[config.mk]
export PLATFORM = sky130hd
export DESIGN_NAME = cube_raster
export DESIGN_NICKNAME = d
export VERILOG_FILES = /design/src/rtl/cube_raster.sv
export SDC_FILE = /design/constraint.sdc
export NUM_CORES = 1
export LEC_CHECK = 0
export CAP_MARGIN = 10
export CORE_ASPECT_RATIO = 1.2
export CORE_MARGIN = 4
export CORE_UTILIZATION = 30
export CTS_CLUSTER_SIZE = 40
export DETAILED_ROUTE_END_ITERATION = 6
export SLEW_MARGIN = 20
export SYNTH_ARGS = -nofsm -noshare
export SYNTH_HDL_FRONTEND = slang
export SYNTH_SLANG_ARGS = --single-unit
[constraint.sdc]
create_clock -name clk -period 19.8 [get_ports clk]
set_input_delay 2.97 -clock clk [delete_from_list [all_inputs] [get_ports clk]]
set_output_delay 2.97 -clock clk [all_outputs]
set_load 0.02 [all_outputs]
[src/rtl/cube_raster.sv]
// Isometric cube rasteriser: top rhombus (4 quadrants) plus left/right side faces, evaluated
// against the pixel counters through a two-stage pipeline, with a visit-level tracker for
// Q*bert landings. Cube offsets are sampled only on frame_start so a moving cube never tears.
module cube_raster #(
  parameter int unsigned XW           = 11,
  parameter int unsigned YW           = 10,
  parameter int unsigned XLEN         = 120,
  parameter int unsigned XDIAG        = 50,
  parameter int unsigned YDIAG        = 90,
  parameter int unsigned NUM_LEVELS   = 2,
  parameter int unsigned TARGET_LEVEL = 1,
  parameter int unsigned WRAP         = 0
) (
  input  logic                          clk,
  input  logic                          reset,
  input  logic                          frame_start,
  input  logic [XW-1:0]                 x_cnt,
  input  logic [YW-1:0]                 y_cnt,
  input  logic [XW-1:0]                 x_offset,
  input  logic [YW-1:0]                 y_offset,
  input  logic                          qbert_valid,
  input  logic                          qbert_on_top,
  input  logic                          level_clear,
  output logic [3:0]                    top_face,
  output logic                          left_face,
  output logic                          right_face,
  output logic                          passage_qbert,
  output logic [$clog2(NUM_LEVELS)-1:0] level,
  output logic                          completed
);

  localparam int unsigned W  = XW + YW + 8;
  localparam int unsigned LW = $clog2(NUM_LEVELS);

  localparam logic signed [W-1:0] XdiagS  = W'(XDIAG);
  localparam logic signed [W-1:0] YdiagS  = W'(YDIAG);
  localparam logic signed [W-1:0] Ydiag2S = W'(2 * YDIAG);
  localparam logic signed [W-1:0] XlenS   = W'(XLEN);
  localparam logic [LW-1:0]       LvlMax  = LW'(NUM_LEVELS - 1);
  localparam logic [LW-1:0]       LvlTgt  = LW'(TARGET_LEVEL);

  typedef enum logic {StIdle, StOnCube} state_e;

  logic [XW-1:0]         xo_q;
  logic [YW-1:0]         yo_q;
  logic signed [W-1:0]   dx_d, dx_q, d_d, d_q, dy;
  logic                  upper_d, upper_q, lower_d, lower_q;
  logic signed [W-1:0]   adx, rhs, lhs_top, lhs_in, lhs_out;
  logic                  top_hit, side_hit;
  logic [3:0]            top_d, top_q;
  logic                  left_d, left_q, right_d, right_q;
  state_e                state_d, state_q;
  logic [LW-1:0]         level_d, level_q;
  logic                  pulse_d, pulse_q;

  // Stage 1: offset subtraction and half selection (d measured from the nearer y vertex).
  always_comb begin
    dx_d    = $signed(W'(x_cnt)) - $signed(W'(xo_q));
    dy      = $signed(W'(y_cnt)) - $signed(W'(yo_q));
    upper_d = !dy[W-1] && (dy < YdiagS);
    lower_d = (dy >= YdiagS) && (dy <= Ydiag2S);
    d_d     = upper_d ? dy : (Ydiag2S - dy);
  end

  // Stage 2: constant multiplies and edge compares against the rhombus slope.
  always_comb begin
    adx      = dx_q[W-1] ? -dx_q : dx_q;
    rhs      = d_q * XdiagS;
    lhs_top  = adx * YdiagS;
    lhs_in   = dx_q * YdiagS;
    lhs_out  = (dx_q - XlenS) * YdiagS;
    top_hit  = lhs_top <= rhs;
    side_hit = (lhs_in > rhs) && (lhs_out <= rhs);
    top_d    = {lower_q & top_hit & dx_q[W-1],  lower_q & top_hit & !dx_q[W-1],
                upper_q & top_hit & dx_q[W-1],  upper_q & top_hit & !dx_q[W-1]};
    right_d  = upper_q & side_hit;
    left_d   = lower_q & side_hit;
  end

  // Offset latch and both pipeline stages; reset discards everything in flight.
  always_ff @(posedge clk or negedge reset) begin
    if (!reset) begin
      xo_q    <= '0;
      yo_q    <= '0;
      dx_q    <= '0;
      d_q     <= '0;
      upper_q <= 1'b0;
      lower_q <= 1'b0;
      top_q   <= '0;
      left_q  <= 1'b0;
      right_q <= 1'b0;
    end else begin
      if (frame_start) begin
        xo_q <= x_offset;
        yo_q <= y_offset;
      end
      dx_q    <= dx_d;
      d_q     <= d_d;
      upper_q <= upper_d;
      lower_q <= lower_d;
      top_q   <= top_d;
      left_q  <= left_d;
      right_q <= right_d;
    end
  end

  // Visit FSM next state; level_clear wins over a simultaneous landing.
  always_comb begin
    state_d = state_q;
    level_d = level_q;
    pulse_d = 1'b0;
    if (level_clear) begin
      state_d = StIdle;
      level_d = '0;
    end else begin
      unique case (state_q)
        StIdle: begin
          if (qbert_valid && qbert_on_top) begin
            state_d = StOnCube;
            pulse_d = 1'b1;
            if (level_q < LvlMax) level_d = level_q + 1'b1;
            else if (WRAP != 0)   level_d = '0;
          end
        end
        StOnCube: begin
          if (!qbert_on_top) state_d = StIdle;
        end
        default: state_d = StIdle;
      endcase
    end
  end

  // Visit FSM state, level and landing pulse registers.
  always_ff @(posedge clk or negedge reset) begin
    if (!reset) begin
      state_q <= StIdle;
      level_q <= '0;
      pulse_q <= 1'b0;
    end else begin
      state_q <= state_d;
      level_q <= level_d;
      pulse_q <= pulse_d;
    end
  end

  // Output mapping.
  always_comb begin
    top_face      = top_q;
    left_face     = left_q;
    right_face    = right_q;
    passage_qbert = pulse_q;
    level         = level_q;
    completed     = (level_q == LvlTgt);
  end

endmodule

======== After elaboration in Yosys (flattened, before gate mapping) ========
Cells that the tools add are included.
storage, ports and cells
  flip-flop bits (word level) ............. 73
  output and inout port bits .............. 9
  logic and storage cells ................. 60
operators by class
  add/subtract/negate cells ............... 6
  multipliers ............................. 4
  order comparisons ....................... 7
  equal/unequal tests ..................... 1
  muxes and demuxes ....................... 12
  bitwise logic cells ..................... 9
  reductions and logical operators ........ 9
operators with widths
  kind                                                              number
  less-or-equal comparator 29 bit                                   2
  multiplier 29 x 7 -> 28 bit (second input constant)               2
  two-way mux 29 bit                                                2
  > comparator 29 bit                                               1
  multiplier 29 x 6 -> 28 bit (second input constant)               1
  negator 12 -> 29 bit                                              1
  multiplier 12 x 7 -> 19 bit (second input constant)               1
  subtractor 12 x 8 -> 13 bit (second input constant)               1
  subtractor 11 x 11 -> 12 bit                                      1
  subtractor 9 x 11 -> 12 bit (first input constant)                1
  >= comparator 11 x 8 -> 1 bit (second input constant)             1
  less-or-equal comparator 11 x 9 -> 1 bit (second input constant)  1
  less-than comparator 11 x 8 -> 1 bit (second input constant)      1
  subtractor 10 x 10 -> 11 bit                                      1
  two-way mux 1 bit                                                 9
  AND 1 bit                                                         8
  logical AND 1 bit                                                 4
  nonzero test 2 bit                                                2
  AND reduction 3 bit                                               1
  logical NOT 1 bit                                                 2
  inequality test 2 bit (second input constant)                     1
  case mux 1 bit (2 select lines)                                   1
  adder 1 bit (second input constant)                               1
  less-than comparator 1 bit (second input constant)                1
  NOT 1 bit                                                         1

======== Logic depth before layout (Yosys ltp) ========
Gate-level depths: netlist (run 1).
  depth after elaboration ................. 6
  gate-level depth with buffers ........... 31
  depth with buffers taken out ............ 30

======== Least setup slack after synthesis (run 1) ========
Ideal clock, no wire load.
  path type ............................... flip-flop to flip-flop
  start ................................... register dx_q[11] (netlist name)
  end ..................................... register left_q, in the netlist left_face
  arrival ................................. 7,001 ps
  setup slack ............................. 12,733 ps
  cell stages (with the launch flop) ...... 30
  path buffers ............................ 2
  clock period less this slack ............ 7,067 ps
  cell sequence ........................... dfrtp_1 -> clkbuf_1 -> clkinv_1 -> ha_1 -> inv_1 -> nor2_1 -> xnor2_1 -> clkbuf_1 -> inv_1 -> ha_1 -> ha_1 -> fa_1 -> inv_1 -> fa_1 -> inv_1 -> ha_1 -> or3_1 -> o211a_1 -> nor3_1 -> a211oi_2 -> nor2_1 -> ha_1 -> a21o_1 -> a21o_1 -> a21o_1 -> a21o_1 -> a221oi_1 -> a41oi_1 -> a211oi_1 -> and2_1
between the ends
  longest elaborated chain between the ends .. 5
  elaborated cells between the ends (all ways) .. 7
RTL lines
  element                          line  RTL
  subtractor 12 x 8 -> 13 bit      71    lhs_out = (dx_q - XlenS) * YdiagS;
  multiplier 29 x 7 -> 28 bit      71
  less-or-equal comparator 29 bit  73    side_hit = (lhs_in > rhs) && (lhs_out <= rhs);
  logical AND 1 bit *              73
  AND 1 bit *                      77    left_d = lower_q & side_hit;
  named net left_d                 51    logic left_d, left_q, right_d, right_q;
  end signal, assigned             102   left_q <= left_d;
  end, declared                    51
Mark *: on every way through the listed nets, which the timed path passes. The rest lies on a longest branch.
A chain may end at the register's enable or synchronous reset.

======== Final worst setup path (run 1) ========
  start ................................... register dx_q[3]
  end ..................................... register top_q[0], in the netlist top_face[0]
between the ends
  longest elaborated chain between the ends .. 6
RTL lines
  element                            line  RTL
  start, declared                    46    logic signed [W-1:0] dx_d, dx_q, d_d, d_q, dy;
  start signal, assigned             85    dx_q <= '0;
  start signal, assigned             97    dx_q <= dx_d;
  negator 12 -> 29 bit               67    adx = dx_q[W-1] ? -dx_q : dx_q;
  two-way mux 29 bit *               67
  multiplier 29 x 7 -> 28 bit *      69    lhs_top = adx * YdiagS;
  less-or-equal comparator 29 bit *  72    top_hit = lhs_top <= rhs;
  AND 1 bit * (2 in series)          75    upper_q & top_hit & dx_q[W-1], upper_q & top_hit & !dx_q[W-1]};
  named net top_d[0]                 50    logic [3:0] top_d, top_q;
  end signal, assigned               101   top_q <= top_d;
  end, declared                      50
Marked as above.

==> results by stage, run 1 <==
Floorplan:
- The starting density of the core is 0.306.
- The floorplan step defined a die boundary enclosing 0.0462 sq mm.
- The placeable core area is 0.0421 sq mm.
- The number of placed I/O pins is 57.
- The height of the die is 235 um.
- The placement row count is 82.
- The die extent in x is 197 um.

Worst setup path:
- In this design, the stage delay of the slowest critical-path cell is 640 ps.
- STA classifies the critical path startpoint as a flip-flop.
- At the worst endpoint, the required time is 20040 ps.
- The buffer and inverter count on the worst path is 3.
- The slowest stage of the critical path belongs to the cell sky130_fd_sc_hd__nor4_1.
- The biggest fanout along the worst timing path is 8.
- The cell family contributing the most delay on the critical path is compound AO/OA/AOI/OAI gates.
- Data arrives at the worst endpoint at 8320 ps.
- By startpoint and endpoint, the worst setup path is classified as reg -> reg.
- The element type at the critical path end is a flip-flop.
- The cell with the most instances on the worst path is sky130_fd_sc_hd__ha_1.

GRT:
- The global-route usage over all layers is 0.128.
- The initial antenna violation count came to 0.
- The global-route wire length before repair is 49600 um.
- The largest net degree at the start of global routing is 57.
- The number of global-route vias before repair came to 10.3k.
- After global routing the overflow that remains totals 0.

Clock tree:
- For this design, the sink count on the clock tree is 56.
- The latest clock arrival within the worst-skew pair is 310 ps.
- In this run the post-CTS setup repair buffer count came out at 0.
- The CTS H-tree depth is 2.
- The total of cells resized after clock tree synthesis is 0.
- Clock-pin slew was measured on the worst setup and hold paths at 80 ps.
- The count of hold-fix buffers inserted at cts is 0.
- The clock tree from TritonCTS is yes.
- Clock tree synthesis inserted a total of 5 buffers.
- The root cell of the clock tree is sky130_fd_sc_hd__clkbuf_16.
- No sink is reached through more buffers than the 2 on the longest clock path.

Outcome:
- The run finished with clean final reports.

Timing:
- The setup clock skew after layout is 8.56 ps.
- Setup repair after global routing left no endpoint under its margin.
- In the final timing run, aggregate negative setup slack is 0 ps.
- The count of pins over their slew limit is 0.
- Based on the critical path, the design can be clocked at up to 124 MHz.
- The measured slew at the worst slew-check pin is 1070 ps.
- In this run the tightest slew margin relative to its limit is 0.278.
- The ratio of final minimum period to clock period is 0.408.
- The hold violation total from the final report is 0.
- The clock period minus final worst setup slack is 8080 ps.
- Setup violations remaining at the end of the flow were counted as 0.

Final layout:
- After routing the design area is 0.0143 sq mm.
- The top cell types in the final layout, fill and taps aside, are sky130_fd_sc_hd__ha_1, sky130_fd_sc_hd__inv_1, sky130_fd_sc_hd__fa_1.
- Across the whole layout, storage elements account for 0.00140 sq mm.
- Of the cells placed in the final design, the portion with a size suffix greater than 1 is 0.0185.
- The final cell count without fillers is 2114.
- The number of antenna diodes is 0.
- In the final layout, the multi-input gates occupy 0.0104 sq mm.
- After the last flow step, the layout net total stands at 2024.
- The number of fillers in the final layout is 4373.
- The synthesis-to-layout area growth is 11.4%.
- The most common cell after layout, fill and taps aside is sky130_fd_sc_hd__ha_1.

Drt:
- The first-pass detailed-route iteration total is 5.
- The antenna violation net count after detailed routing is 0.
- The total wirelength of the detailed-routed design is 29600 um.
- The DRC violations left is 0.
- The total via count after detailed routing is 10.1k.
- In the routed layout, each cell is associated on average with a via count of 4.77.
- After detailed routing, the average wire length per cell comes to 14.0 um.
- The initial detailed-routing violation count is 319.

Synth:
- The number of cells produced by synthesis is 1485.
- The netlist area before placement is 0.0129 sq mm.
- The number of enable-type register cells in the synthesized netlist is 0.
- The Yosys step of the flow raised 0 warnings.
- The share of synthesized flip-flops with an asynchronous set or reset is 1.00.
- The netlist uses 62 different library cells.
- The post-synthesis sequential area ratio is 0.109.
- The average cell area after synthesis is 8.65 sq um.
- After synthesis the netlist holds a flip-flop and latch count of 56.
- In the synthesized netlist the dominant register cell turns out to be sky130_fd_sc_hd__dfrtp_1.

Place:
- After detailed placement, the design holds a cell count of 2106.
- Input and output buffers added on the ports amount to 56.
- The HPWL after detailed placement is 26300 um.
- The placed cell area is 0.0142 sq mm.
- At the end of routability-driven placement, the weighted congestion stood at 0.872.

Min path:
- The worst hold path belongs to the class reg -> reg.

Job:
- Across the run, the number of max-cap violations was 0.
[synth_stat cells (5+ instances only)]
cell type / instances / area (sq um)
sky130_fd_sc_hd__ha_1: 313 / 3920
sky130_fd_sc_hd__mux2_2: 6 / 67.6
sky130_fd_sc_hd__a211oi_1: 8 / 60.1
sky130_fd_sc_hd__o21a_1: 14 / 105
sky130_fd_sc_hd__xor2_1: 26 / 228
sky130_fd_sc_hd__and3_1: 13 / 81.3
sky130_fd_sc_hd__inv_1: 285 / 1070
sky130_fd_sc_hd__o31ai_1: 8 / 60.1
sky130_fd_sc_hd__dfrtp_1: 56 / 1400
sky130_fd_sc_hd__nor4_1: 8 / 50.1
sky130_fd_sc_hd__nor3_1: 25 / 125
sky130_fd_sc_hd__a21boi_0: 9 / 67.6
sky130_fd_sc_hd__o211ai_1: 7 / 52.6
sky130_fd_sc_hd__nand4_1: 22 / 138
sky130_fd_sc_hd__xnor2_1: 83 / 727
sky130_fd_sc_hd__nand2_1: 77 / 289
sky130_fd_sc_hd__and2_1: 12 / 75.1
sky130_fd_sc_hd__nor2b_1: 18 / 113
sky130_fd_sc_hd__a21o_1: 51 / 383
sky130_fd_sc_hd__or3_1: 5 / 31.3
sky130_fd_sc_hd__nand2b_1: 7 / 43.8
sky130_fd_sc_hd__a41oi_1: 5 / 43.8
sky130_fd_sc_hd__o21bai_1: 9 / 67.6
sky130_fd_sc_hd__o21ai_0: 75 / 375
sky130_fd_sc_hd__clkbuf_1: 14 / 52.6
sky130_fd_sc_hd__nor2_1: 82 / 308
sky130_fd_sc_hd__fa_1: 96 / 1920
sky130_fd_sc_hd__nand3_1: 20 / 100
sky130_fd_sc_hd__a31oi_1: 11 / 68.8
sky130_fd_sc_hd__a21oi_1: 59 / 295
[registers in the layout, indices dropped and copies added (netlist names), 4 cells and up]
| register | count |
|---|---|
| top_face | 4 |
| d_q | 12 |
| xo_q | 11 |
| dx_q | 12 |
| yo_q | 10 |
[metrics by stage]
step | utilization | hold WS, ps | setup slack (ps)
global route | 0.340 | 490 | 11250
floorplan | - | 422 | 12730
CTS | 0.340 | 462 | 11850
detailed placement | 0.337 | 450 | 11880
global placement | 0.337 | 445 | 12020
finish | 0.340 | 458 | 11720
[cells by family (layout without fill, tap and decap cells)]
group | Yosys count | count (layout) | share of synthesized area
adder cells (fa/ha/maj) | 409 | 409 | 0.454
other | 2 | 35 | 0.000584
AND/OR/NAND/NOR | 302 | 302 | 0.113
multiplexers | 9 | 9 | 0.00759
AO/OA/AOI/OAI | 295 | 295 | 0.152
buffers and inverters | 303 | 353 | 0.0888
XOR/XNOR | 109 | 109 | 0.0743
flip-flops | 56 | 56 | 0.109
[area by class of cell]
class,count,area share
Clock buffer,5,0.00874
Clock inverter,3,0.00175
Inverter,286,0.0750
Multi-Input combinational cell,1159,0.729
Sequential cell,56,0.0979
Tap cell,546,0.0477
Timing Repair Buffer,59,0.0400
[path summary, 6_finish.rpt]
kind / from / end / slack [ps] / cells after the start
min in group asynchronous: reset / dx_q[5]$_DFF_PN0_ / 2800 / 2
min: state_q$_DFF_PN0_ / passage_qbert$_DFF_PN0_ / 460 / 1
max in group asynchronous: reset / d_q[1]$_DFF_PN0_ / 16520 / 2
max: dx_q[3]$_DFF_PN0_ / top_face[0]$_DFF_PN0_ / 11720 / 27
min reg2reg: state_q$_DFF_PN0_ / passage_qbert$_DFF_PN0_ / 460 / 1
max reg2reg: dx_q[3]$_DFF_PN0_ / top_face[0]$_DFF_PN0_ / 11720 / 27
[metal layers]
metal / global-route usage / routed length [um]
met5: 0 / 0
met2: 0.240 / 15000
met1: 0.155 / 13100
met4: 0.0301 / 602
met3: 0.0130 / 870
Power of run 1 is left out: the tool's default activity adds up to more than one toggle a clock period on the data nets, which glitch-free logic cannot reach.
==> inputs of run 2 (changes only) <==
clock period = 7.1 ns   (was 19.8 ns; I/O delays follow)
==> run 2 against run 1 <==
Via count increased by 0.62%. Sequential share of layout area decreased by 0.18 points. Global-route usage decreased by 0.055 points. Maximum frequency increased by 20%. Highest routed layer unchanged. Worst hold slack improved by 2.6 ps.
==> results by stage, run 2 (synthesis results as in run 1) <==
Outcome:
- The run finished with clean final reports.

Worst setup path:
- The cell with the biggest individual delay on the critical path is sky130_fd_sc_hd__fa_1.
- The worst setup path is launched from a flip-flop.
- The biggest fanout along the worst timing path is 7 (-1).
- The worst setup path is captured at a flip-flop.
- In this design, the critical path's most frequently occurring cell is sky130_fd_sc_hd__ha_1.
- The stage delay of the slowest cell on the critical path came to 530 ps (-110 ps).
- The data required time of the worst path is 7330 ps (-12710 ps).
- The arrival time of data at the critical path endpoint is 6950 ps (-1370 ps).
- The worst setup path is of the reg -> reg kind.

GRT:
- The global-route wire length before repair is 49700 um (about the same).
- The number of global-route vias before repair was 10.5k (+2.4%).
- The largest net degree at the start of global routing is 57 (unchanged).
- The met1 layer usage reported by global route is 0.155 (-0.000410).
- The initial antenna violation count is 0 (unchanged).
- The global-route usage over all layers is 0.127 (-0.000552).
- The aggregate global routing overflow is 0 (unchanged).
- The met3 global-route usage came to 0.00960 (-0.00344).
- After global routing, the most crowded layer is met2.
- The global-route met2 utilization is 0.241 (+0.000834).

Timing:
- The total negative slack is 0 ps (unchanged).
- The maximum frequency from static timing analysis is 149 MHz (+20%).
- The measured slew at the worst slew-check pin was 904 ps (-170 ps).
- The count of pins over their slew limit is 0 (unchanged).
- The relative slew slack is 0.389 (+0.111).
- The clock period minus final worst setup slack came to 6720 ps (-1360 ps).
- The ratio of final minimum period to clock period is 0.947 (+0.539).
- Setup repair after global routing could not meet its margin everywhere.
- The final setup violation count was 0 (unchanged).
- The hold violation total from the final report is 0 (unchanged).
- The setup clock skew after layout is 5.69 ps (-2.88 ps).
- The worst path setup slack after routing is 378 ps (-11340 ps).

Drt:
- The DRC violations left is 0 (unchanged).
- The wire length per cell after detailed routing is 13.6 um (-2.6%).
- The number of vias per cell after detailed routing is 4.73 (-0.89%).
- The first-pass detailed-route iteration total is 4 (-1).
- The initial detailed-routing violation count is 353 (+11%).
- The total wirelength of the detailed-routed design is 29200 um (-1.1%).
- The total via count after detailed routing was 10.1k (+0.62%).
- The antenna violation net count after detailed routing is 0 (unchanged).

Final layout:
- The largest registers in the layout are d_q: 12 flops, dx_q: 12 flops, xo_q: 11 flops.
- The top cell types in the final layout, fill and taps aside, are sky130_fd_sc_hd__ha_1, sky130_fd_sc_hd__inv_1, sky130_fd_sc_hd__fa_1.
- The fraction of final layout cells with drive strength greater than 1 was 0.0450 (+0.0265).
- The number of antenna diodes is 0 (unchanged).
- The area growth from synthesis to layout is 13.8%.
- The number of fillers in the final layout is 4388 (+0.34%).
- The number of nets in the finished design came to 2056 (+1.6%).
- The most common cell after layout, fill and taps aside is sky130_fd_sc_hd__ha_1.

Place:
- The weighted congestion reported at the end of routability-driven placement is 0.911 (+4.5%).
- The HPWL after detailed placement came to 26100 um (-0.79%).
- The number of buffer cells added on primary ports is 56 (unchanged).
- The setup slack at placement is 11.6 ps (-11870 ps).

Clock tree:
- The count of clock tree sinks is 56 (unchanged).
- The latest clock arrival within the worst-skew pair is 290 ps (-20 ps).
- The total CTS buffers is 5 (unchanged).
- TritonCTS built the clock tree.
- The maximum clock insertion buffer count is 2 (unchanged).
- The post-CTS clock slew at the launch and capture registers of the worst setup and hold paths came to 70 ps (about the same).
- The root cell of the clock tree is sky130_fd_sc_hd__clkbuf_16.
- The CTS H-tree depth is 2 (unchanged).

Job:
- The number of max-capacitance violations reported is 0 (unchanged).

Floorplan:
- The die area is 0.0462 sq mm (unchanged).
- The die extent in x is 197 um (unchanged).
- The placement row count is 82 (unchanged).
- The placeable core area is 0.0421 sq mm (unchanged).
- The number of placed I/O pins is 57 (unchanged).
- The height of the die is 235 um (unchanged).
- The starting density of the core is 0.306 (unchanged).

Min path:
- The path class of the tightest hold or removal check is reg -> reg.
[run 2: path summary, 6_finish.rpt]
kind / cells past startpoint / to / slack, ps / from
hold reg to reg: 1 / passage_qbert$_DFF_PN0_ / 460 / state_q$_DFF_PN0_
min in group asynchronous: 2 / xo_q[4]$_DFFE_PN0P_ / 890 / reset
setup / recovery: 29 / top_face[3]$_DFF_PN0_ / 380 / dx_q[4]$_DFF_PN0_
setup reg to reg: 29 / top_face[3]$_DFF_PN0_ / 380 / dx_q[4]$_DFF_PN0_
hold / removal: 1 / passage_qbert$_DFF_PN0_ / 460 / state_q$_DFF_PN0_
max in group asynchronous: 2 / dx_q[6]$_DFF_PN0_ / 5710 / reset
[run 2: area by class of cell]
type | instances | area, sq um | area share
multi-input cells | 1159 | 10500 | 0.717
flip-flops and latches | 56 | 1410 | 0.0961
clock inverters | 2 | 35.0 | 0.00240
clock buffers | 6 | 129 | 0.00881
well taps | 546 | 683 | 0.0467
repair buffers | 91 | 813 | 0.0556
inverters | 286 | 1070 | 0.0734
[run 2: per-stage QoR]
stage | instance area (sq um) | util | hold slack, ps | std cells
after global placement | 14400 | 0.342 | 438 | 2137
final | 14600 | 0.348 | 460 | 2146
after CTS | 14600 | 0.346 | 461 | 2145
after detailed placement | 14400 | 0.342 | 451 | 2137
after global routing | 14600 | 0.348 | 487 | 2146
after floorplan | 13000 | - | 422 | 1518
[run 2: worst max-delay path, delay by kind of cell (launching register included)]
| family | cells | cell delay (ps) |
|---|---|---|
| buf+inv | 3 | 200 |
| fa+ha+maj | 7 | 2270 |
| xor+xnor | 1 | 240 |
| flops | 1 | 460 |
| compound gates | 12 | 2430 |
| simple gates | 6 | 1040 |
[run 2: what timing repair did]
| item | in CTS | in global routing |
|---|---|---|
| cloned | 0 | 0 |
| resized for setup | 1 | 15 |
| hold buffers | 0 | 0 |
| buffers inserted | 0 | 1 |
| setup endpoints to repair | 3 | 6 |
| pin swaps | 0 | 5 |
[run 2: routing by layer]
| metal | up-vias | wire (um) |
|---|---|---|
| met5 | - | 0 |
| met4 | 0 | 692 |
| met3 | 25 | 703 |
| met2 | 127 | 15000 |
| met1 | 4782 | 12900 |
| li1 | 5208 | - |
Power of run 2 is left out for the same reason.
==> inputs of run 3 (changes only) <==
SLEW_MARGIN = 40   (was 20)
==> run 3 against run 2 <==
Non-clock buffer count up 2. Die area unchanged. Sequential share of layout area about the same. Design area up 0.38%. Clock skew up 0.84 ps. Via count up 0.43%. Global-route usage about the same. Setup slack worse by 18 ps. Maximum frequency down 0.26%. First-iteration DRC count up 12%. Utilization up 0.13 points. Count of clock-buffer cells in the layout unchanged. Critical path type unchanged.
==> results by stage, run 3 (synthesis results as in run 1) <==
Clock tree:
- The latest clock arrival within the worst-skew pair came to 290 ps (about the same).
- The post-CTS clock slew at the launch and capture registers of the worst setup and hold paths came to 70 ps (about the same).
- TritonCTS built the clock tree.
- The total CTS buffers is 5 (unchanged).
- In this run the clock root is driven by a sky130_fd_sc_hd__clkbuf_16.
- The maximum clock insertion buffer count is 2 (unchanged).
- The count of hold-fix buffers inserted at cts is 0 (unchanged).
- The count of clock tree sinks is 56 (unchanged).
- The CTS H-tree depth came to 2 (unchanged).

Worst setup path:
- The sort of element at the start of the critical path is a flip-flop.
- The element type at the critical path end is a flip-flop.
- The biggest fanout along the worst timing path came to 6 (-1).
- The worst register-to-register path begins at dx_q[4]$_DFF_PN0_.
- The reg-to-reg endpoint is left_face$_DFF_PN0_.
- The buffer and inverter count on the worst path came to 5 (+2).
- The cell with the most instances on the worst path is sky130_fd_sc_hd__ha_1.
- The number of cell instances on the worst register-to-register path came to 29 (unchanged).
- The data required time of the worst path is 7330 ps (about the same).
- The arrival time of data at the critical path endpoint came to 6970 ps (+20 ps).
- The worst setup path category is reg -> reg.
- The slowest stage of the critical path is the sky130_fd_sc_hd__fa_1 cell.
- The register-to-register setup slack is 360 ps (-20 ps).
- The stage delay of the slowest cell on the critical path is 540 ps (about the same).
- The cell family contributing the most delay on the critical path is adder cells.

Min path:
- The startpoint of the worst hold path is state_q$_DFF_PN0_.
- In this run the worst hold path is classified as reg -> reg.
- The cell depth of the worst hold path is 1 (unchanged).
- For hold timing, the worst endpoint is passage_qbert$_DFF_PN0_.

Drt:
- The total wirelength of the detailed-routed design is 29500 um (+1.0%).
- The initial detailed-routing violation count was 395 (+12%).
- The antenna violation net count after detailed routing was 0 (unchanged).
- The first-pass detailed-route iteration total came to 5 (+1).
- The wire length per cell after detailed routing is 13.8 um (+0.91%).
- The total via count after detailed routing is 10.2k (+0.43%).
- The number of vias per cell after detailed routing was 4.74 (+0.34%).
- The DRC violations left is 0 (unchanged).

Place:
- The HPWL after detailed placement was 26200 um (+0.24%).
- The weighted congestion reported at the end of routability-driven placement is 0.911 (unchanged).
- The number of buffer cells added on primary ports is 56 (unchanged).
- The total placed cells including tap cells is 2137 (unchanged).

Timing:
- The final setup violation count was 0 (unchanged).
- The count of pins over their slew limit is 0 (unchanged).
- The setup clock skew after layout was 6.53 ps (+0.838 ps).
- The relative slew slack is 0.486 (+0.0963).
- The clock period minus final worst setup slack was 6740 ps (+17.6 ps).
- The measured slew at the worst slew-check pin is 762 ps (-142 ps).
- The hold violation total from the final report is 0 (unchanged).
- The total negative slack came to 0 ps (unchanged).
- The ratio of final minimum period to clock period is 0.949 (+0.00247).
- The maximum frequency from static timing analysis is 148 MHz (-0.26%).

GRT:
- The largest net degree at the start of global routing came to 57 (unchanged).
- The initial antenna violation count is 0 (unchanged).
- The global-route wire length before repair was 49600 um (-0.13%).
- The aggregate global routing overflow is 0 (unchanged).
- The global-route usage over all layers was 0.127 (-0.000250).
- The number of global-route vias before repair is 10.5k (+0.24%).

Final layout:
- The most common cell after layout, fill and taps aside is sky130_fd_sc_hd__ha_1.
- The final cell count without fillers came to 2148 (+0.093%).
- The fraction of final layout cells with drive strength greater than 1 is 0.0531 (+0.00806).
- The number of nets in the finished design is 2058 (+0.097%).
- From synthesis to final layout, the design area changed by 14.2%.
- The number of antenna diodes came to 0 (unchanged).
- In the layout the commonest cells are sky130_fd_sc_hd__ha_1, sky130_fd_sc_hd__inv_1, sky130_fd_sc_hd__fa_1.
- The largest registers in the layout are d_q: 12 flops, dx_q: 12 flops, xo_q: 11 flops.
- The number of fillers in the final layout was 4390 (+0.046%).

Floorplan:
- The placement row count is 82 (unchanged).
- The die extent in x came to 197 um (unchanged).
- The starting density of the core came to 0.306 (unchanged).
- The die area is 0.0462 sq mm (unchanged).
- The height of the die is 235 um (unchanged).
- The placeable core area is 0.0421 sq mm (unchanged).
- The number of placed I/O pins was 57 (unchanged).

Job:
- The number of max-capacitance violations reported is 0 (unchanged).

Outcome:
- The run finished with clean final reports.
run 3: changes by cell type in the layout (fill, tap and decap cells not counted), moves of 2 or more:
cell                      previous run  this run
sky130_fd_sc_hd__and3_1             12        10
sky130_fd_sc_hd__buf_4              35        37
sky130_fd_sc_hd__inv_1             285       283
sky130_fd_sc_hd__inv_2               0         2
sky130_fd_sc_hd__xnor2_1            81        79
sky130_fd_sc_hd__xnor2_2             1         4
run 3: repair_timing:
item | in CTS | in global routing
pin swaps | 0 | 5
setup endpoints to repair | 4 | 6
gates resized for setup | 1 | 22
endpoints found under the hold margin | 0 | 0
buffers inserted | 0 | 3
run 3: final cells by class:
cell class                 count  area [sq um]  area share
timing repair buffer          93           828      0.0564
inverter                     286          1070      0.0731
tap                          546           683      0.0465
clock inverter                 2          35.0     0.00239
multi-input combinational   1159         10500       0.717
clock buffer                   6           129     0.00878
sequential                    56          1410      0.0957
run 3: how the worst max path moves through the flow:
stage / startpoint / end / cells past startpoint / slack [ps]
CTS: dx_q[2]$_DFF_PN0_ / top_face[0]$_DFF_PN0_ / 27 / 100
global placement: dx_q[4]$_DFF_PN0_ / top_face[3]$_DFF_PN0_ / 27 / 9
detailed placement: dx_q[4]$_DFF_PN0_ / top_face[0]$_DFF_PN0_ / 27 / 8
global route: dx_q[5]$_DFF_PN0_ / top_face[3]$_DFF_PN0_ / 29 / -50
floorplan: dx_q[11]$_DFF_PN0_ / left_face$_DFF_PN0_ / 29 / 30
finish: dx_q[4]$_DFF_PN0_ / left_face$_DFF_PN0_ / 29 / 360
run 3: metal layers:
metal / GRT usage / vias to the layer above / share of wire
met3: 0.0102 / 26 / 0.027
met4: 0.0284 / 0 / 0.023
met1: 0.155 / 4815 / 0.44
li1: - / 5213 / -
met5: 0 / - / 0
met2: 0.241 / 132 / 0.51
run 3: stage by stage:
step,hold WS (ps),area [sq um],utilization,worst slack [ps]
finish,471,14700,0.349,361
global route,481,14700,0.349,-53.8
CTS,465,14600,0.346,97.7
detailed placement,453,14400,0.342,8.32
global placement,438,14400,0.342,9.33
floorplan,422,13000,-,32.6
Power of run 3 is left out for the same reason.
==> RTL change 1 (config.mk and constraints of run 2) <==
The parameter `WRAP` goes from 0 to 1.
--- a/src/rtl/cube_raster.sv
+++ b/src/rtl/cube_raster.sv
@@ -9,7 +9,7 @@
   parameter int unsigned YDIAG        = 90,
   parameter int unsigned NUM_LEVELS   = 2,
   parameter int unsigned TARGET_LEVEL = 1,
-  parameter int unsigned WRAP         = 0
+  parameter int unsigned WRAP         = 1
 ) (
   input  logic                          clk,
   input  logic                          reset,
Function: changed (a bounded check fails within 4 cycles, from zero or initial values and one cycle with reset low).
==> RTL change 1 against run 2 <==
- wire length rose by 1.9%
- non-clock buffer count rose by 7
- first-iteration DRC count is 26% lower
- setup slack worse by 0.086 ns
- sequential cell count stayed put
- synthesized cell count fell by 1.6%
- design area rose by 0.93%
- synthesized area shrank 0.60%
- via count up 0.67%
- critical endpoint is now top_face[2]
Power is not shown: default switching activity piles up to over one toggle a cycle in this logic, so the estimate is an artifact.
==> RTL change 1: results (changes against run 2) <==
| Metric | Value |
|---|---|
| Worst Setup Slack post-DPL | `-0.329 ns (-0.341 ns)` |
| WL final | `29,800 um (+1.9%)` |
| Initial antenna violation count | `0 (unchanged)` |
| CP arrival | `7.03 ns (+0.08 ns)` |
| Worst-Margin Slew | `0.903 ns (-0.00127 ns)` |
| Yosys cell types | `63 (+1.6%)` |
| First-pass DRT Iterations | `5 (+1)` |
| Synth cell count leaders | `ha_1, inv_1, fa_1` |
| CP max FO | `6 (-1)` |
| Leading post-synthesis cells by cell area | `ha_1, fa_1, dfrtp_1, inv_1, xnor2_1` |
| Status | `finished, final reports clean` |
| Worst R2R Start | `dx_q[11]` |
| Hpwl dp | `26,400 um (+0.99%)` |
| Layout net count | `2,042 (-0.68%)` |
| Slack of the worst reg-to-reg path | `0.29 ns (-0.09 ns)` |
| First-pass GRT wire length | `49,900 um (+0.50%)` |
| Gpl congestion | `0.848 (-7.0%)` |
| GRT Overall Usage | `0.131 (+0.00391)` |
| Delay-heaviest family, CP | `adder cells` |
| Largest net degree at the start of global routing | `57 (unchanged)` |
| Seq/Total Area, Yosys | `0.110 (+0.000662)` |
| 1st-iter DRT viols | `260 (-26%)` |
| Final clock skew | `0.00918 ns (+0.00349 ns)` |
| Register-to-Register Path Depth | `25 (-14%)` |
| Share of cells above drive strength 1 | `0.0605 (+0.0155)` |
[RTL change 1: cell count changes in the layout (fill, tap and decap cells not counted), sizes merged, moves of 5 or more]
cell | run 2 | this run
and2 | 12 | 5
nor2 | 82 | 88
inv | 285 | 279
o21bai | 9 | 4
buf | 37 | 44
a31oi | 11 | 6
nor3 | 25 | 15
[RTL change 1: cells by family (layout without fill, tap and decap cells)]
group,count (synthesis),after routing,share of synthesized area
AOI/OAI and AO/OA,286,286,0.149
xor gates and xnor gates,111,111,0.0761
adders and majority gates,409,409,0.457
buffers and inverters,292,384,0.0861
DFF,56,56,0.110
muxes,12,12,0.00999
other,2,35,0.000588
and+or+nand+nor,293,293,0.111
[RTL change 1: repair_timing]
action,4_1_cts,5_1_grt
resized for setup,9,30
setup buffers,0,6
setup endpoints to repair,6,6
endpoints found under the hold margin,0,0
gates cloned,0,0
pin swaps,0,6
[RTL change 1: stage by stage]
step	setup TNS (ns)	hold slack (ns)	std cells	area [sq um]
floorplan	0	0.423	1494	12900
global placement	-0.638	0.441	2118	14400
detailed placement	-1.31	0.451	2118	14400
CTS	0	0.480	2126	14600
global route	-0.137	0.509	2132	14800
finish	0	0.479	2132	14800
[RTL change 1: metal layers]
metal  wire length, um  track usage  up-vias
met5                 0            0        -
met4              1000       0.0452        0
met3               690       0.0103       46
met2             15200        0.246      141
met1             12900        0.158     4859
li1                  -            -     5164
[RTL change 1: how the worst max path moves through the flow]
stage	from	to	slack, ns	cells past startpoint
2_1_floorplan	dx_q[11]	left_face	0.02	28
3_3_place_gp	dx_q[5]	top_face[0]	-0.17	28
3_5_place_dp	dx_q[5]	top_face[0]	-0.33	28
4_1_cts	dx_q[5]	top_face[2]	0.01	28
5_1_grt	dx_q[2]	top_face[0]	-0.07	29
6_report	dx_q[11]	top_face[2]	0.29	25
[RTL change 1: area by class of cell]
cell class	count	share of cell area
Clock inverter	3	0.00170
Clock buffer	5	0.00848
Inverter	278	0.0709
Tap cell	546	0.0463
Sequential cell	56	0.0950
Timing Repair Buffer	98	0.0595
Multi-Input combinational cell	1146	0.718
==> RTL change 2 (config.mk and constraints of run 2) <==
Made on the original files. Register the output `top_face`; this adds one clock of latency there. The other outputs are not delayed to match.
--- a/src/rtl/cube_raster.sv
+++ b/src/rtl/cube_raster.sv
@@ -40,6 +40,8 @@
   localparam logic [LW-1:0]       LvlTgt  = LW'(TARGET_LEVEL);
 
   typedef enum logic {StIdle, StOnCube} state_e;
+
+  logic [3:0] top_face_d;
 
   logic [XW-1:0]         xo_q;
   logic [YW-1:0]         yo_q;
@@ -145,7 +147,7 @@
 
   // Output mapping.
   always_comb begin
-    top_face      = top_q;
+    top_face_d    = top_q;
     left_face     = left_q;
     right_face    = right_q;
     passage_qbert = pulse_q;
@@ -153,5 +155,9 @@
     completed     = (level_q == LvlTgt);
   end
 
+  always_ff @(posedge clk) begin
+    top_face <= top_face_d;
+  end
+
 endmodule
 
Function: changed (Yosys sat finds a counterexample within 4 cycles, from zero or initial values and one cycle with reset low).
==> RTL change 2 against run 2 <==
- via count increased by 0.58%
- wire length increased by 3.6%
- sequential share of layout area up 0.48 points
- design area grew 0.88%
- synthesized area up 0.20%
- sequential cell count increased by 4
- count of clock-buffer cells in the layout grew 5
- setup slack better by 0.032 ns
- critical path type unchanged
- critical endpoint is now top_face_d[2]
- largest cell class unchanged
- highest routed layer unchanged
Power is left out: the tool's default activity adds up to more than one toggle a clock period on the data nets, which glitch-free logic cannot reach.
==> RTL change 2: results (changes against run 2) <==
| Metric | Value |
|---|---|
| Status | `finished, final reports clean` |
| Hold Crit Class | `register to register` |
| Leading post-synthesis cells by cell area | `ha_1, fa_1, dfrtp_1, inv_1, xnor2_1` |
| Delay-heaviest family, CP | `adder cells` |
| Clock latency on the worst-skew pair | `0.33 ns (+0.04 ns)` |
| Max incr delay on CP | `0.48 ns (-0.05 ns)` |
| CP max FO | `6 (-1)` |
| First-pass DRT Iterations | `5 (+1)` |
| Ys flop type | `dfrtp_1` |
| Hold slack final | `0.403 ns (-0.0576 ns)` |
| Ant. Diodes | `0 (unchanged)` |
| Post-synth ARST share | `0.933 (-0.0667)` |
| Synth cell count leaders | `ha_1, inv_1, fa_1` |
| Clk root buf | `clkbuf_16` |
| Gpl congestion | `0.882 (-3.2%)` |
| Seq/Total Area, Yosys | `0.115 (+0.00600)` |
| Hold Startpoint | `top_face_d[1]` |
| Post-route insts no fill | `2,133 (-0.61%)` |
| DR WL/cell | `14.2 um (+4.3%)` |
| Synthesis warning total | `0 (unchanged)` |
| Placed Area | `14,300 sq um (-0.63%)` |
| Initial antenna violation count | `0 (unchanged)` |
| Largest net degree at the start of global routing | `57 (unchanged)` |
| Final worst-path setup slack | `0.410 ns (+0.0316 ns)` |
| Yosys cell types | `63 (+1.6%)` |
| Worst setup path start | `dx_q[1]` |
| Syn Inst Count | `1,473 (-0.81%)` |
| Layout net count | `2,039 (-0.83%)` |
| Filler cells | `4,394 (+0.14%)` |
| Longest Clk Path Bufs | `2 (unchanged)` |
| 1st-iter DRT viols | `326 (-7.6%)` |
| Top Registers | `d_q: 12 flops, dx_q: 12 flops, xo_q: 11 flops` |
| Slowest-stage cell, CP | `fa_1` |
| Worst-Margin Slew | `0.874 ns (-0.0306 ns)` |
| I/O Buffers | `56 (unchanged)` |
| Vias in the first global route | `10,463 (-0.52%)` |
| CTS clk-pin slew, worst paths | `0.06 ns` |
| Worst Setup Slack post-DPL | `0.0742 ns (+0.0626 ns)` |
| Share of cells above drive strength 1 | `0.0460 (+0.000999)` |
| Num CTS Buffers | `9 (+4)` |
| CTS H-tree depth | `3 (+1)` |
| Final clock skew | `0.00857 ns (+0.00288 ns)` |
| Area Growth Syn to Fin | `14.6%` |
| GRT Overall Usage | `0.131 (+0.00388)` |
| Drt via density | `4.78 (+1.2%)` |
| First-pass GRT wire length | `50,300 um (+1.3%)` |
| Setup violators final | `0 (unchanged)` |
| CP arrival | `6.91 ns (-0.04 ns)` |
| Hpwl dp | `26,800 um (+2.7%)` |
==> RTL change 2: worst paths after layout <==
path,end,cells after the start
setup reg to reg,top_face_d[2],25
max in group asynchronous,dx_q[10],2
min in group asynchronous,xo_q[4],2
hold / removal,top_face[1],0
hold reg to reg,top_face[1],0
setup / recovery,top_face_d[2],25
==> RTL change 2: metal layers <==
layer | share of wire | track usage | vias to the layer above
li1 | - | - | 5170
met1 | 0.43 | 0.159 | 4838
met2 | 0.52 | 0.247 | 159
met3 | 0.033 | 0.0146 | 34
met4 | 0.019 | 0.0282 | 0
met5 | 0 | 0 | -
==> RTL change 2: timing repair <==
action / 4_1_cts / 5_1_grt
gates resized for setup: 0 / 22
setup endpoints to repair: 0 / 6
setup buffers: 0 / 6
==> RTL change 2: cells by family (layout without fill, tap and decap cells) <==
| kind of cell | Yosys count | after routing | synth area share |
|---|---|---|---|
| adder cells (fa/ha/maj) | 409 | 409 | 0.453 |
| buffers and inverters | 299 | 380 | 0.0875 |
| AND/OR/NAND/NOR | 292 | 292 | 0.110 |
| AO/OA/AOI/OAI | 289 | 289 | 0.149 |
| XOR/XNOR | 110 | 110 | 0.0748 |
| flip-flops | 60 | 60 | 0.115 |
| multiplexers | 12 | 12 | 0.00991 |
| other | 2 | 35 | 0.000583 |
==> RTL change 2: cell type report <==
cell class,instances,share of cell area
Timing Repair Buffer,79,0.0494
Inverter,285,0.0728
Sequential cell,60,0.101
Multi-Input combinational cell,1147,0.708
Tap cell,546,0.0463
Clock inverter,5,0.00577
Clock buffer,11,0.0165
